[config.mk]
export PLATFORM = sky130hd
export DESIGN_NAME = data_mem_ctrl
export DESIGN_NICKNAME = d
export VERILOG_FILES = /design/src/rtl/data_mem_ctrl.sv
export SDC_FILE = /design/constraint.sdc
export NUM_CORES = 1
export LEC_CHECK = 0
export BUFFER_PORTS_ARGS = -buffer_cell sky130_fd_sc_hd__buf_2
export CORE_AREA = 2 2 52 78
export CTS_BUF_LIST = sky130_fd_sc_hd__clkbuf_16
export CTS_CLUSTER_DIAMETER = 50
export DETAILED_ROUTE_END_ITERATION = 16
export DIE_AREA = 0 0 54 80
export PLACE_DENSITY = 0.68
export SYNTH_ARGS = -nofsm -noshare
export SYNTH_HDL_FRONTEND = slang
export SYNTH_SLANG_ARGS = --single-unit
[constraint.sdc]
create_clock -name clk -period 3.7 [get_ports clk]
set_input_delay 0.555 -clock clk [delete_from_list [all_inputs] [get_ports clk]]
set_output_delay 0.555 -clock clk [all_outputs]
set_load 0.05 [all_outputs]
[src/rtl/data_mem_ctrl.sv]
// Single-port data memory sequencer for LOAD, STORE and word-by-word COPY; one request at a time.
// LOAD 3 cycles, STORE 2, reserved 1, COPY 3N+1 from accept to rsp_valid; req_ready only in IDLE, nothing is queued.
module data_mem_ctrl (
  input  logic       clk,
  input  logic       reset,
  input  logic       req_valid,
  output logic       req_ready,
  input  logic [1:0] req_op,
  input  logic [3:0] req_addr,
  input  logic [3:0] req_dst,
  input  logic [3:0] req_len,
  input  logic [3:0] req_wdata,
  output logic       rsp_valid,
  output logic [3:0] rsp_data,
  output logic       rsp_err,
  output logic       busy,
  output logic       D_rd,
  output logic       D_wr,
  output logic [3:0] D_addr,
  output logic [3:0] W_data,
  input  logic [3:0] R_data
);

  typedef enum logic [2:0] {
    IDLE, RD, RD_WAIT, WR, CP_RD, CP_WAIT, CP_WR, DONE
  } state_t;

  state_t     state_q, state_d;
  logic [3:0] src_q, src_d;
  logic [3:0] dst_q, dst_d;
  logic [3:0] wdata_q, wdata_d;
  logic [3:0] buf_q, buf_d;
  logic [3:0] rdata_q, rdata_d;
  logic [4:0] cnt_q, cnt_d;
  logic       err_q, err_d;
  logic       accept;

  assign accept = req_valid && req_ready;

  always_ff @(posedge clk) begin
    if (reset) begin
      state_q <= IDLE;
      src_q   <= '0;
      dst_q   <= '0;
      wdata_q <= '0;
      buf_q   <= '0;
      rdata_q <= '0;
      cnt_q   <= '0;
      err_q   <= 1'b0;
    end else begin
      state_q <= state_d;
      src_q   <= src_d;
      dst_q   <= dst_d;
      wdata_q <= wdata_d;
      buf_q   <= buf_d;
      rdata_q <= rdata_d;
      cnt_q   <= cnt_d;
      err_q   <= err_d;
    end
  end

  always_comb begin
    state_d = state_q;
    src_d   = src_q;
    dst_d   = dst_q;
    wdata_d = wdata_q;
    buf_d   = buf_q;
    rdata_d = rdata_q;
    cnt_d   = cnt_q;
    err_d   = err_q;
    case (state_q)
      IDLE: begin
        if (accept) begin
          src_d   = req_addr;
          dst_d   = req_dst;
          wdata_d = req_wdata;
          // A zero length encodes a full 16-word copy.
          cnt_d   = (req_len == 4'd0) ? 5'd16 : {1'b0, req_len};
          err_d   = (req_op == 2'b11);
          case (req_op)
            2'b00:   state_d = RD;
            2'b01:   state_d = WR;
            2'b10:   state_d = CP_RD;
            default: state_d = DONE;
          endcase
        end
      end
      RD:      state_d = RD_WAIT;
      RD_WAIT: begin
        rdata_d = R_data;
        state_d = DONE;
      end
      WR:      state_d = DONE;
      CP_RD:   state_d = CP_WAIT;
      CP_WAIT: begin
        buf_d   = R_data;
        rdata_d = R_data;
        state_d = CP_WR;
      end
      CP_WR: begin
        src_d   = src_q + 4'd1;
        dst_d   = dst_q + 4'd1;
        cnt_d   = cnt_q - 5'd1;
        state_d = (cnt_q == 5'd1) ? DONE : CP_RD;
      end
      DONE:    state_d = IDLE;
      default: state_d = IDLE;
    endcase
  end

  // Address and write data stay zero whenever no strobe is active.
  always_comb begin
    req_ready = (state_q == IDLE) && !reset;
    busy      = (state_q != IDLE);
    rsp_valid = (state_q == DONE);
    rsp_err   = (state_q == DONE) && err_q;
    rsp_data  = rdata_q;
    D_rd      = 1'b0;
    D_wr      = 1'b0;
    D_addr    = 4'd0;
    W_data    = 4'd0;
    case (state_q)
      RD, CP_RD: begin
        D_rd   = 1'b1;
        D_addr = src_q;
      end
      WR: begin
        D_wr   = 1'b1;
        D_addr = src_q;
        W_data = wdata_q;
      end
      CP_WR: begin
        D_wr   = 1'b1;
        D_addr = dst_q;
        W_data = buf_q;
      end
      default: ;
    endcase
  end

endmodule
# == After elaboration in Yosys (flattened, before gate mapping) ==
# Cells that the tools add are included.
# op_classes
n_addsub,3
n_eq_ne,12
muxes,15
n_reduce_logical,16
# op_table
cell,n
$pmux 4 s2,4
$pmux 3 s7,1
$eq 3x3->1 const B,4
$mux 5,2
$pmux 5 s2,1
$pmux 3 s3,1
$add 4x1->4 const B,2
$mux 4,2
$reduce_or 2->1,4
$eq 3x2->1 const B,2
$eq 5x1->1 const B,1
$sub 5x1->5 const B,1
$eq 2x2->1 const B,2
$logic_not 4->1,1
$reduce_and 2->1,2
$eq 3x1->1 const B,1
$logic_and 1x1->1,3
$logic_not 3->1,1
$mux 3,1
$reduce_bool 3->1,1
$reduce_or 3->1,1
$eq 2x1->1 const B,1
$logic_not 2->1,1
$mux 1,2
4 further kinds,4
# totals
register_bits,29
input_bits,25

# == Longest topological paths before layout ==
# depth
ltp_word,5
mapped_depth,7

# == Worst setup path after synthesis ==
# No wires, ideal clock.
# synth_timing
kind,register -> output
startpoint,register state_q[1]
endpoint,output port D_addr[0]
arrival_ps,1977
t_required_ps,3145
setup_slack_ps,1168
stages_incl_launch_ff,5
path_cell_list,dfxtp_1 > buf_2 > buf_2 > mux2i_1 > o21ai_0
# synth_via
elab_chain_cells,3
word_cells_on_any_way,6
# synth_lines
item,line,rtl
from (decl),28,"state_t state_q, state_d;"
from (signal assigned),51,state_q <= state_d;
$eq 3x2->1 (tied with other cells),122,case (state_q)
$reduce_or 3->1 (no source line),-,
$pmux 4 s2 (*),122,
to (decl),19,"output logic [3:0] D_addr,"
# Mark *: on every way between the ends. The rest lies on a longest branch, timed or not.

# == Worst setup path in the final report ==
# layout_timing
startpoint,register state_q[2]
endpoint,output port D_addr[3]
# Same word-level chain as after synthesis.

==> summary.md <==
| Metric | Value |
|---|---|
| Register area share after synthesis | about a third |
| CP Max Fanout | 27 |
| First-pass GRT wire length | 6.72 mm |
| Worst reg2reg path endpoint | cnt_q[3] |
| IO Pins | 43 |
| Core area | approximately 3600 um^2 |
| Clk slew on worst S/H paths | 50 ps |
| Final-layout fill cell count | 385 |
| Setup TNS | 0 ps |
| Ys Warns | 0 |
| Min Tclk post-route | 2640 ps |
| Gates resized, CTS repair | 0 |
| Via-to-Cell Ratio | 5.67 |
| Hold path cells | 2 |
| Max-cap violations | 0 |
| Initial DRC Count | 41 |
| Max-slew violations | 0 |
| Grt ovf | 0 |
| RSZ-0062 raised after global routing | no |
| Post-CTS Setup Bufs | 0 |
| H-tree Lvls | 2 |
| Slew @ Worst Pin | approximately 860 ps |
| Vias | 1621 |
| Maximum buffer depth of the clock tree | 2 |
| Total leakage power | 0.815 nW |
| Worst reg2reg startpoint | state_q[2] |
| Hold crit path type | flip-flop to flip-flop |
| Setup ws final | 1060 ps |
| Pwr dens | 539 nW/um^2 |
| Post-synth ARST share | 0% |
| Die Span Y | 80 um |
| Total track usage | 20.8% |
| # port buffers | 42 |
| Dominant cells by area after synthesis | dfxtp_1 35%, a21oi_1 8.2%, nand2_1 7.0% |
| Post-synth design cell area | 1650 um^2 |
| Setup CP Type | flip-flop to output port |
| Slew HR | 42.8% |
| Share of layout cells above drive strength 1 | a little over a fifth |
| TritonRoute pass-1 iters | 5 |
| Syn Area/Cell | 7.91 um^2 |
| R2R depth | 4 |
| Internal cell power | a little under 0.7 mW |
| Largest net degree at the start of global routing | 31 |
| Switch share | 34.8% |
| CTS Hold Buffers Added | 0 |
| Setup slack at placement | 1380 ps |
| Full die area | roughly 4300 um^2 |
| Most frequent cell after synthesis | nand2_1 |
| Synthesized Nets | 238 |
| Leading area contributor after synthesis | dfxtp_1 |
| DRC violations left | 0 |
| Reg area | a little under 600 um^2 |
| Fin crit share | 71.4% |
| Combinational cell fraction of total power | 26.4% |
| Power share of the clock group | 35.4% |
| Clock Latency Late Sink | 270 ps |
| Total wire length | 3.99 mm |
| Crit end category | output port |
| Post-DP HPWL | 2.80 mm |
| Initial antenna violation count | 0 |
| CTS Root Cell | clkbuf_16 |
| Post-synthesis cell count | approximately 210 |
| Post-synth EDFFs | 0 |
| Final Wtd Congestion | 0.756 |
| Yosys reg bits | 29 |
| Switching power of the nets | 0.369 mW |
| Layout area overhead | 19.0% |
| Routed WL per cell | 14.0 um |
| Cell Rows | 27 |
| Top FF cell, synth | dfxtp_1 |
| R2r setup slk | 1450 ps |
| Critical Path AT | between 2000 and 2500 ps |
| Top cells by count, synth | 31 x nand2_1, 29 x dfxtp_1, 27 x a21oi_1 |
| Initial core utilization | 45.3% |
| Antenna Diode Count | 0 |
| Fin Clk Skew | a little over 3 ps |
| Worst Path Required | about 3100 ps |
| Final Hold Fails | 0 |
| VDD IR-drop max | 0.380 mV |
| Hold_sp | err_q |
| Area occupied by multi-input gates | around 970 um^2 |
| Post-synth cell types | 38 |
| Startpoint Class | flip-flop |
| # setup viols final | 0 |
| Peak Freq | about 380 MHz |
| ANT nets after route | 0 |
| TritonCTS clock tree | done |
| Vias in the first global route | 1525 |
| Status | finished, final reports clean |
| CTS Buf Count | 5 |
| Top cell type's share of synthesized area | 35.1% |
| Sink Count | 29 |
| Flop pwr share | 38.2% |
| Die width | 54 um |
| Nets@finish | 271 |
| Hold endpoint | err_q |
==> worst max-delay path by stage <==
stage / startpoint / end / slack [ps]
global placement: state_q[0] / W_data[0] / 1420
finish: state_q[2] / D_addr[3] / 1060
CTS: state_q[2] / D_addr[3] / 1070
detailed placement: state_q[0] / W_data[0] / 1380
floorplan: state_q[1] / D_addr[0] / 1170
global route: state_q[0] / W_data[3] / 910
==> kinds of logic (layout without fill, tap and decap cells) <==
| logic type | Yosys count | in the layout | synth area share [%] |
|---|---|---|---|
| AND/OR/NAND/NOR | 82 | 82 | 25.3 |
| adder cells (fa/ha/maj) | 4 | 4 | 3.03 |
| buffers and inverters | 19 | 53 | 5.98 |
| flip-flops | 29 | 29 | 35.1 |
| multiplexers | 5 | 5 | 3.03 |
| AO/OA/AOI/OAI | 69 | 69 | 27.0 |
| XOR/XNOR | 1 | 1 | 0.530 |
==> cell usage in the layout, fill, tap and decap left out, types with 3 or more instances in the layout <==
| cell type | Yosys | routed |
|---|---|---|
| o21ai_0 | 10 | 10 |
| a31oi_1 | 6 | 6 |
| nor3_1 | 5 | 5 |
| nand3b_1 | 5 | 5 |
| a311oi_1 | 3 | 3 |
| inv_1 | 3 | 3 |
| dfxtp_1 | 29 | 29 |
| buf_2 | 7 | 42 |
| a211oi_1 | 6 | 6 |
| a2bb2oi_1 | 3 | 3 |
| a22oi_1 | 4 | 4 |
| nor2_1 | 10 | 10 |
| nor2b_1 | 11 | 11 |
| a21oi_1 | 27 | 27 |
| nand2_1 | 31 | 31 |
| clkbuf_16 | 0 | 5 |
| mux2i_1 | 5 | 5 |
| ha_1 | 4 | 4 |
| nand3_1 | 8 | 8 |
==> power groups by stage <==
stage / sequential [mW] / clock (mW) / combinational, mW
2_1_floorplan: 0.398 / 0 / 0.232
3_3_place_gp: 0.409 / 0 / 0.278
3_5_place_dp: 0.411 / 0 / 0.280
4_1_cts: 0.405 / 0.381 / 0.281
5_1_grt: 0.413 / 0.395 / 0.311
6_report: 0.405 / 0.375 / 0.280
==> critical path, cell delays in order (launching register included) <==
cell and delay (ps):
dfxtp_1 870, nand2_1 270, o21ai_0 240, a32o_1 170, buf_2 270
==> registers in the layout (all words and copies together), names as in the netlist <==
signal    count
src_q         4
state_q       3
rsp_data      4
cnt_q         5
wdata_q       4
err_q         1
dst_q         4
buf_q         4
==> stage by stage <==
step	hold slack (ps)	total power [mW]	util [%]	area, um^2	instances
CTS	454	1.07	53.9	1970	286
global placement	435	0.687	50.2	1830	278
global route	467	1.12	53.9	1970	286
floorplan	427	0.630	-	1650	209
finish	449	1.06	53.9	1970	286
detailed placement	447	0.691	50.2	1830	278
==> cell type report <==
cell class              instances  area share [%]
clock buffers                   5            6.36
flip-flops and latches         29            29.5
clock inverters                 3           0.636
well taps                      43            2.73
multi-input cells             161            49.5
repair buffers                 42            10.7
inverters                       3           0.572
==> layer usage <==
metal | up-vias | share of wire, % | global-route usage, %
li1 | 818 | - | -
met1 | 761 | 42 | 24.2
met2 | 37 | 52 | 36.5
met3 | 5 | 4.4 | 3.93
met4 | 0 | 1.6 | 7.50
met5 | - | 0 | 0
(Power assumes the default switching activity.)
